$ cat src/rtl/fxy_sweep_ctrl.sv
// fxy_sweep_ctrl
// Exhaustive sweep sequencer for a 4-input combinational function block.
// On an accepted start it walks the 16 input vectors in truth-table order.
// Each vector is held for SETTLE cycles, and then the function output is
// captured into a 16-bit table. The captured table is compared against a
// reference latched at start.
//
// Ports
//   clk_i              clock, rising edge
//   rst_n_i            synchronous active-low reset
//   start_i            sweep request, honoured only in IDLE
//   expected_i[15:0]   reference truth table (bit i = expected s at index i)
//   x_o,y_o,w_o,z_o    function inputs = idx[3],idx[2],idx[1],idx[0]
//   s_i                function output
//   busy_o             sweep in progress (WAIT/SAMPLE/DONE)
//   done_o             one-cycle pulse when results are final
//   pass_o             last sweep had zero mismatches
//   table_o[15:0]      captured truth table
//   mismatch_count_o   mismatches in last sweep, 0..16
//   first_fail_o       lowest mismatching index (valid with first_fail_valid_o)
//   first_fail_valid_o any mismatch seen in the current sweep
module fxy_sweep_ctrl #(
   parameter int unsigned SETTLE = 1   // legal range 1..15
) (
   input  logic        clk_i,
   input  logic        rst_n_i,
   input  logic        start_i,
   input  logic [15:0] expected_i,
   output logic        x_o,
   output logic        y_o,
   output logic        w_o,
   output logic        z_o,
   input  logic        s_i,
   output logic        busy_o,
   output logic        done_o,
   output logic        pass_o,
   output logic [15:0] table_o,
   output logic [4:0]  mismatch_count_o,
   output logic [3:0]  first_fail_o,
   output logic        first_fail_valid_o
);

   typedef enum logic [1:0] {
      ST_IDLE,
      ST_WAIT,
      ST_SAMPLE,
      ST_DONE
   } state_t;

   localparam logic [3:0] SETTLE_C = 4'(SETTLE);

   state_t      state_q, state_d;
   logic [3:0]  idx_q, idx_d;
   logic [3:0]  cnt_q, cnt_d;
   logic [15:0] exp_q, exp_d;
   logic [15:0] tbl_q, tbl_d;
   logic [4:0]  mcnt_q, mcnt_d;
   logic [3:0]  ff_q, ff_d;
   logic        ffv_q, ffv_d;
   logic        pass_q, pass_d;
   logic        mis;

   always_ff @(posedge clk_i) begin
      if (!rst_n_i) begin
         state_q <= ST_IDLE;
         idx_q   <= '0;
         cnt_q   <= '0;
         exp_q   <= '0;
         tbl_q   <= '0;
         mcnt_q  <= '0;
         ff_q    <= '0;
         ffv_q   <= 1'b0;
         pass_q  <= 1'b0;
      end else begin
         state_q <= state_d;
         idx_q   <= idx_d;
         cnt_q   <= cnt_d;
         exp_q   <= exp_d;
         tbl_q   <= tbl_d;
         mcnt_q  <= mcnt_d;
         ff_q    <= ff_d;
         ffv_q   <= ffv_d;
         pass_q  <= pass_d;
      end
   end

   always_comb begin
      state_d = state_q;
      idx_d   = idx_q;
      cnt_d   = cnt_q;
      exp_d   = exp_q;
      tbl_d   = tbl_q;
      mcnt_d  = mcnt_q;
      ff_d    = ff_q;
      ffv_d   = ffv_q;
      pass_d  = pass_q;
      mis     = (s_i != exp_q[idx_q]);

      case (state_q)
         ST_IDLE: begin
            idx_d = '0;
            if (start_i) begin
               exp_d   = expected_i;
               tbl_d   = '0;
               mcnt_d  = '0;
               ff_d    = '0;
               ffv_d   = 1'b0;
               pass_d  = 1'b0;
               cnt_d   = SETTLE_C;
               state_d = ST_WAIT;
            end
         end
         ST_WAIT: begin
            // Loaded with SETTLE, leave on the edge where it reads 1:
            // exactly SETTLE cycles in WAIT.
            cnt_d = cnt_q - 4'd1;
            if (cnt_q == 4'd1) state_d = ST_SAMPLE;
         end
         ST_SAMPLE: begin
            tbl_d[idx_q] = s_i;
            if (mis) begin
               mcnt_d = mcnt_q + 5'd1;
               if (!ffv_q) begin
                  ff_d  = idx_q;
                  ffv_d = 1'b1;
               end
            end
            if (idx_q == 4'd15) begin
               // Uses the updated count so the last vector is included.
               pass_d  = (mcnt_d == 5'd0);
               state_d = ST_DONE;
            end else begin
               idx_d   = idx_q + 4'd1;
               cnt_d   = SETTLE_C;
               state_d = ST_WAIT;
            end
         end
         ST_DONE: begin
            idx_d   = '0;
            state_d = ST_IDLE;
         end
         default: state_d = ST_IDLE;
      endcase
   end

   assign x_o                = idx_q[3];
   assign y_o                = idx_q[2];
   assign w_o                = idx_q[1];
   assign z_o                = idx_q[0];
   assign busy_o             = (state_q != ST_IDLE);
   assign done_o             = (state_q == ST_DONE);
   assign pass_o             = pass_q;
   assign table_o            = tbl_q;
   assign mismatch_count_o   = mcnt_q;
   assign first_fail_o       = ff_q;
   assign first_fail_valid_o = ffv_q;

endmodule

$ cat config.mk
export PLATFORM = sky130hd
export DESIGN_NAME = fxy_sweep_ctrl
export DESIGN_NICKNAME = d
export VERILOG_FILES = /design/src/rtl/fxy_sweep_ctrl.sv
export SDC_FILE = /design/constraint.sdc
export NUM_CORES = 1
export LEC_CHECK = 0
export CAP_MARGIN = 20
export CORE_MARGIN = 8
export CORE_UTILIZATION = 55
export DETAILED_ROUTE_END_ITERATION = 8
export DONT_BUFFER_PORTS = 1
export HOLD_SLACK_MARGIN = 0.08
export PLACE_DENSITY_LB_ADDON = 0.05
export SLEW_MARGIN = 0
export SYNTH_ARGS = -nofsm -noshare
export SYNTH_HDL_FRONTEND = slang
export SYNTH_SLANG_ARGS = --single-unit
$ cat constraint.sdc
create_clock -name clk_i -period 4 [get_ports clk_i]
set_clock_uncertainty 0.05 [all_clocks]
set_input_delay 0.4 -clock clk_i [delete_from_list [all_inputs] [get_ports clk_i]]
set_output_delay 0.4 -clock clk_i [all_outputs]
set_load 0.005 [all_outputs]
; ---- Word level (Yosys, flattened, before mapping)
; Cells that the tools add are included.
[totals]
input_bits = 20
wordCells = 71
out_inout_bits = 33
reg_bits = 53
[op_classes]
reduce_logical = 16
magnitude_cmp = 2
mux = 29
add_sub_neg = 3
eq_ne = 12
[ops]
columns = op, n
row1 = case mux 16 bit (2 select lines), 1
row2 = 2-to-1 mux 4 bit, 6
row3 = bitwise mux 16 bit, 1
row4 = 2-to-1 mux 16 bit, 1
row5 = case mux 4 bit (2 select lines), 2
row6 = 2-to-1 mux 5 bit, 3
row7 = != test 2 bit (second input constant), 6
row8 = case mux 4 bit (3 select lines), 1
row9 = case mux 5 bit (2 select lines), 1
row10 = AND reduction 3 bit, 3
row11 = case mux 2 bit (4 select lines), 1
row12 = AND reduction 2 bit, 4
row13 = 2-to-1 mux 2 bit, 3
row14 = nonzero test 2 bit, 3
row15 = adder 5 x 1 -> 5 bit (second input constant), 1
row16 = logical NOT 5 bit, 1
row17 = < comparator 4 x 5 -> 1 bit (second input constant), 1
row18 = 2-to-1 mux 1 bit, 5
row19 = adder 4 x 1 -> 4 bit (second input constant), 1
row20 = binary-select mux 1 bit (select 4 bit), 1
row21 = demux 1 bit (select 4 bit), 1
row22 = == test 2 bit (second input constant), 2
row23 = == test 4 x 1 -> 1 bit (second input constant), 1
row24 = == test 4 bit (second input constant), 1
row25 = other kinds (10), 11

; ---- Logic depth before layout (Yosys ltp)
[logic_depth]
depth_word = 8
ltp_mapped = 9
mapped_depth_nobuf = 7

; ---- Least setup slack after synthesis
; OpenSTA, ideal clock, no wires.
[synth_timing]
kind = flip-flop to flip-flop
startpoint = register idx_q[1]
endpoint = register mcnt_q[0], in the netlist mismatch_count_o[0]
t_required_ns = 3.829
slack_ns = 1.746
setup_ns = 0.121
path_buffers = 1
stages_incl_launch_ff = 7
arrival_time_ns = 2.084
synth_period_minus_slack_ns = 2.254
cell_sequence = dfxtp_1 -> mux4_1 -> mux2_2 -> mux2i_1 -> buf_4 -> a32o_1 -> mux2_2
[synth_via]
elab_chain_len = 6
[synth_rtl]
columns = item, line_no
row1 = "start, declared", 53  ; logic [3:0] idx_q, idx_d;
row2 = "start signal, assigned", 76  ; idx_q <= idx_d;
row3 = binary-select mux 1 bit (select 4 bit), 97  ; mis = (s_i != exp_q[idx_q]);
row4 = 2-to-1 mux 1 bit (implied by the code), 97
row5 = != test 1 bit, 97
row6 = 2-to-1 mux 5 bit, 121  ; if (mis) begin
row7 = 2-to-1 mux 5 bit, 99  ; case (state_q)
row8 = case mux 5 bit (2 select lines), 99
row9 = "end signal, assigned", 80  ; mcnt_q <= mcnt_d;
row10 = "end, declared", 57  ; logic [4:0] mcnt_q, mcnt_d;
; No other way between the ends. The select of a mux whose other input is x is not followed.
; A chain may end at the register's enable or synchronous reset.

; ---- Worst setup path after layout
[layout_timing]
startpoint = register idx_q[1]
endpoint = register ff_q[0], in the netlist first_fail_o[0]
[layout_via]
elab_chain_len = 5
[layout_rtl]
columns = item, line_no
row1 = binary-select mux 1 bit (select 4 bit), 97
row2 = 2-to-1 mux 1 bit (implied by the code), 97
row3 = != test 1 bit, 97
row4 = != test 2 bit (no source line), n/a
row5 = AND reduction 4 bit (no source line), n/a
row6 = "end signal, assigned", 71  ; ff_q <= '0;
row7 = "end signal, assigned", 81  ; ff_q <= ff_d;
row8 = "end, declared", 58  ; logic [3:0] ff_q, ff_d;
; No other way between the ends. The select of a mux whose other input is x is not followed.

==> key figures <==
Synthesis
  – Post-synth top flop: sky130_fd_sc_hd__dfxtp_1
  – Synthesis-stage register bit count: 53
  – Cell accounting for the most synthesized area: sky130_fd_sc_hd__dfxtp_1
  – Proportion of netlist area held by the largest area contributor: 0.3661
  – Netlist area before placement: a little under 3000 um^2
  – Post-synthesis net count: a little under 400
  – Most used standard cell by instance count after synthesis: sky130_fd_sc_hd__dfxtp_1
  – Synth async-reset ratio: 0
  – Count of flip-flops with a built-in enable after synthesis: 0
  – Proportion of synthesized chip area in sequential cells: 0.3661
  – Average cell area after synthesis: 8.049 um^2
  – Most used standard cells in the synthesized netlist: 53 x sky130_fd_sc_hd__dfxtp_1, 49 x sky130_fd_sc_hd__nand2_1, 43 x sky130_fd_sc_hd__a21oi_1
  – Total number of yosys warnings: 0
  – Number of different library cells in the post-synthesis netlist: 49
  – Synth area leaders: sky130_fd_sc_hd__dfxtp_1 37%, sky130_fd_sc_hd__a21oi_1 7.4%, sky130_fd_sc_hd__nand2_1 6.3%
  – Count of mapped cells out of synthesis: 360

Global route
  – Overflow left after global routing: 0
  – Largest net degree at the start of global routing: between 40 and 50
  – Global-route wire length before repair: ~11 mm
  – Via count of the first global-routing pass: 2300
  – Initial antenna violation count: 0
  – GRT Resource Usage Total: 0.1841

Clocking
  – CTS H-tree depth: 2
  – Hold bufs inserted after CTS: 0
  – Clock buffer count from CTS: 5
  – CTS Root Buffer Type: sky130_fd_sc_hd__clkbuf_8
  – Max clock buf depth: 2
  – CTS tree: yes
  – Post-CTS Repair Setup Buffers: 0
  – Cts repair resizes: 0
  – Clock-pin slew reported for the worst setup and hold paths after clock tree synthesis: 0.11 ns
  – # clock sinks: 53
  – Clock insertion delay at the later pin of the skew report: 0.31 ns

Detailed routing
  – Post-DR vias/cell: 6.082
  – Post-detailed-route DRC marker count: 0
  – Vias after detailed routing: about 2500
  – Final wirelength: slightly below 7 mm
  – Residual antenna-violating net count after detailed routing: 0
  – DRC violation total after the first TritonRoute iteration: 207
  – Number of detailed-routing iterations run before antenna repair: 4
  – Post-detailed-route wirelength per cell: around 17 um

Timing
  – Period minus WS final: 2.906 ns
  – Setup TNS: 0 ns
  – Unrepaired setup endpoints after global routing: false
  – Transition at the pin with the smallest max-transition slack: 0.8960 ns
  – Worst slew margin relative to its limit: 0.3856
  – Final worst-path cycle share: 0.7265
  – Final hold violation count: 0
  – Worst slack on hold paths: around 0.15 ns
  – Peak clock frequency supported by timing: approximately 340 MHz
  – Final count of negative-setup-slack endpoints: 0
  – Slew Viols, Final: 0

Pwr
  – Total power density per cell area: roughly 510 nW/um^2
  – Peak VDD IR: 0.0003008 V
  – Static Leak: approximately 1.1 nW

Place
  – Final weighted congestion of routability-driven global placement: about 0.78
  – Post-DP HPWL: around 4.7 mm
  – Count of port buffers added during placement: 0

Floorplanning
  – Starting utilization of the core area: 0.5674
  – # IOs: between 50 and 60
  – DIE HEIGHT: ~89 um
  – Die area: slightly below 8000 um^2
  – Core region area: about 5100 um^2
  – Die Wd: 88.59 um
  – Number of cell rows: 26

Worst setup path
  – Largest driver fanout on the critical path: 12
  – Element type at the critical path end: flop
  – Sort of element at the start of the critical path: flop
  – Arrival time worst endpoint: roughly 3.1 ns
  – WP data required: about 4.2 ns
  – Critical path class: flop to flop

Cells and area
  – Layout cells sized above 1: 0.06377
  – Count of fill cells added during filler insertion: between 400 and 500
  – Post-layout net count: 376
  – Synthesis-to-finish area growth: 4.620%
  – Number of antenna repair diodes: 0

Run
  – Max-cap viol count: 0

Worst hold path
  – Kind of path behind the tightest hold check: primary input to flop

Run status
  – Status: finished clean
-- per-layer routing --
metal | vias up | part of all wire | track usage
li1 | 1264 | - | -
met5 | - | 0 | 0
met1 | 1187 | 0.46 | 0.2359
met3 | 9 | 0.083 | 0.06407
met4 | 0 | 0.014 | 0.04762
met2 | 64 | 0.44 | 0.2858
-- area by class of cell --
class                           instances  area, um^2  share of cell area
Timing Repair Buffer                    5       55.05             0.01816
Clock inverter                          3       47.55             0.01568
Tap cell                               70       87.58             0.02889
Multi-Input combinational cell        268        1670              0.5510
Clock buffer                            5       68.82             0.02270
Sequential cell                        53        1061              0.3500
Inverter                               11       41.29             0.01362
-- power by group --
group	leakage [nW]	internal [mW]	switching (mW)
logic	0.616	0.196	0.323
clock network	0.0591	0.191	0.194
registers	0.430	0.584	0.0498
total	1.11	0.971	0.567
-- through the flow --
step           utilization  setup WS [ns]  area, um^2  power (mW)  std cells
6_report            0.5936          1.094        3032       1.538        415
3_5_place_dp        0.5659          1.132        2890       1.150        406
3_3_place_gp        0.5659          1.182        2890       1.140        406
5_1_grt             0.5936         0.9594        3032       1.653        415
4_1_cts             0.5887          1.099        3007       1.534        414
2_1_floorplan            -          1.746        2898       1.045        360
-- logic make-up after synthesis --
logic type / synth area share
flops: 0.3661
buf+inv: 0.05743
simple gates: 0.2301
mux: 0.07599
compound gates: 0.2185
fa+ha+maj: 0.05181
-- registers in the layout, indices dropped and copies added, names as in the netlist --
signal,count
exp_q,16
first_fail_valid_o,1
pass_o,1
mismatch_count_o,5
cnt_q,4
state_q,2
idx_q,4
table_o,16
first_fail_o,4
-- placed cells by master (no fill, tap or decap), types with 2 or more instances in the layout --
| master | synthesis | layout |
|---|---|---|
| sky130_fd_sc_hd__a21oi_1 | 43 | 43 |
| sky130_fd_sc_hd__a2111oi_0 | 2 | 2 |
| sky130_fd_sc_hd__inv_1 | 10 | 10 |
| sky130_fd_sc_hd__dfxtp_1 | 53 | 53 |
| sky130_fd_sc_hd__mux2_1 | 3 | 3 |
| sky130_fd_sc_hd__o21ai_0 | 22 | 22 |
| sky130_fd_sc_hd__and2_1 | 5 | 5 |
| sky130_fd_sc_hd__nand3_1 | 14 | 14 |
| sky130_fd_sc_hd__clkbuf_8 | 0 | 5 |
| sky130_fd_sc_hd__nor2_1 | 18 | 18 |
| sky130_fd_sc_hd__nand4_1 | 19 | 19 |
| sky130_fd_sc_hd__a21boi_0 | 15 | 15 |
| sky130_fd_sc_hd__o211ai_1 | 3 | 3 |
| sky130_fd_sc_hd__nand2_1 | 49 | 49 |
| sky130_fd_sc_hd__nor2b_1 | 5 | 5 |
| sky130_fd_sc_hd__buf_4 | 1 | 4 |
| sky130_fd_sc_hd__nor3_1 | 7 | 7 |
| sky130_fd_sc_hd__and3_1 | 9 | 9 |
| sky130_fd_sc_hd__mux4_2 | 2 | 2 |
| sky130_fd_sc_hd__or3_1 | 3 | 3 |
| sky130_fd_sc_hd__a211oi_1 | 4 | 4 |
| sky130_fd_sc_hd__nand4b_1 | 2 | 2 |
| sky130_fd_sc_hd__inv_6 | 0 | 2 |
| sky130_fd_sc_hd__mux2i_1 | 3 | 3 |
| sky130_fd_sc_hd__mux2_2 | 5 | 5 |
| sky130_fd_sc_hd__ha_1 | 12 | 12 |
| sky130_fd_sc_hd__a31oi_1 | 3 | 3 |
-- critical path: stages, from the launching register on --
cell and delay [ns]:
sky130_fd_sc_hd__dfxtp_1 0.56, sky130_fd_sc_hd__mux4_1 0.60, sky130_fd_sc_hd__mux2_2 0.31, sky130_fd_sc_hd__mux2i_1 0.70, sky130_fd_sc_hd__a2111oi_0 0.23, sky130_fd_sc_hd__or3_1 0.35
-- worst paths after layout --
check                 start              end  slack [ns]  cells after the start
min          expected_i[11]        exp_q[11]        0.15                      2
max                idx_q[1]  first_fail_o[0]        1.09                      5
min reg2reg        exp_q[2]         exp_q[2]        0.41                      2
max reg2reg        idx_q[1]  first_fail_o[0]        1.09                      5
Power figures use the tool's default switching activity.
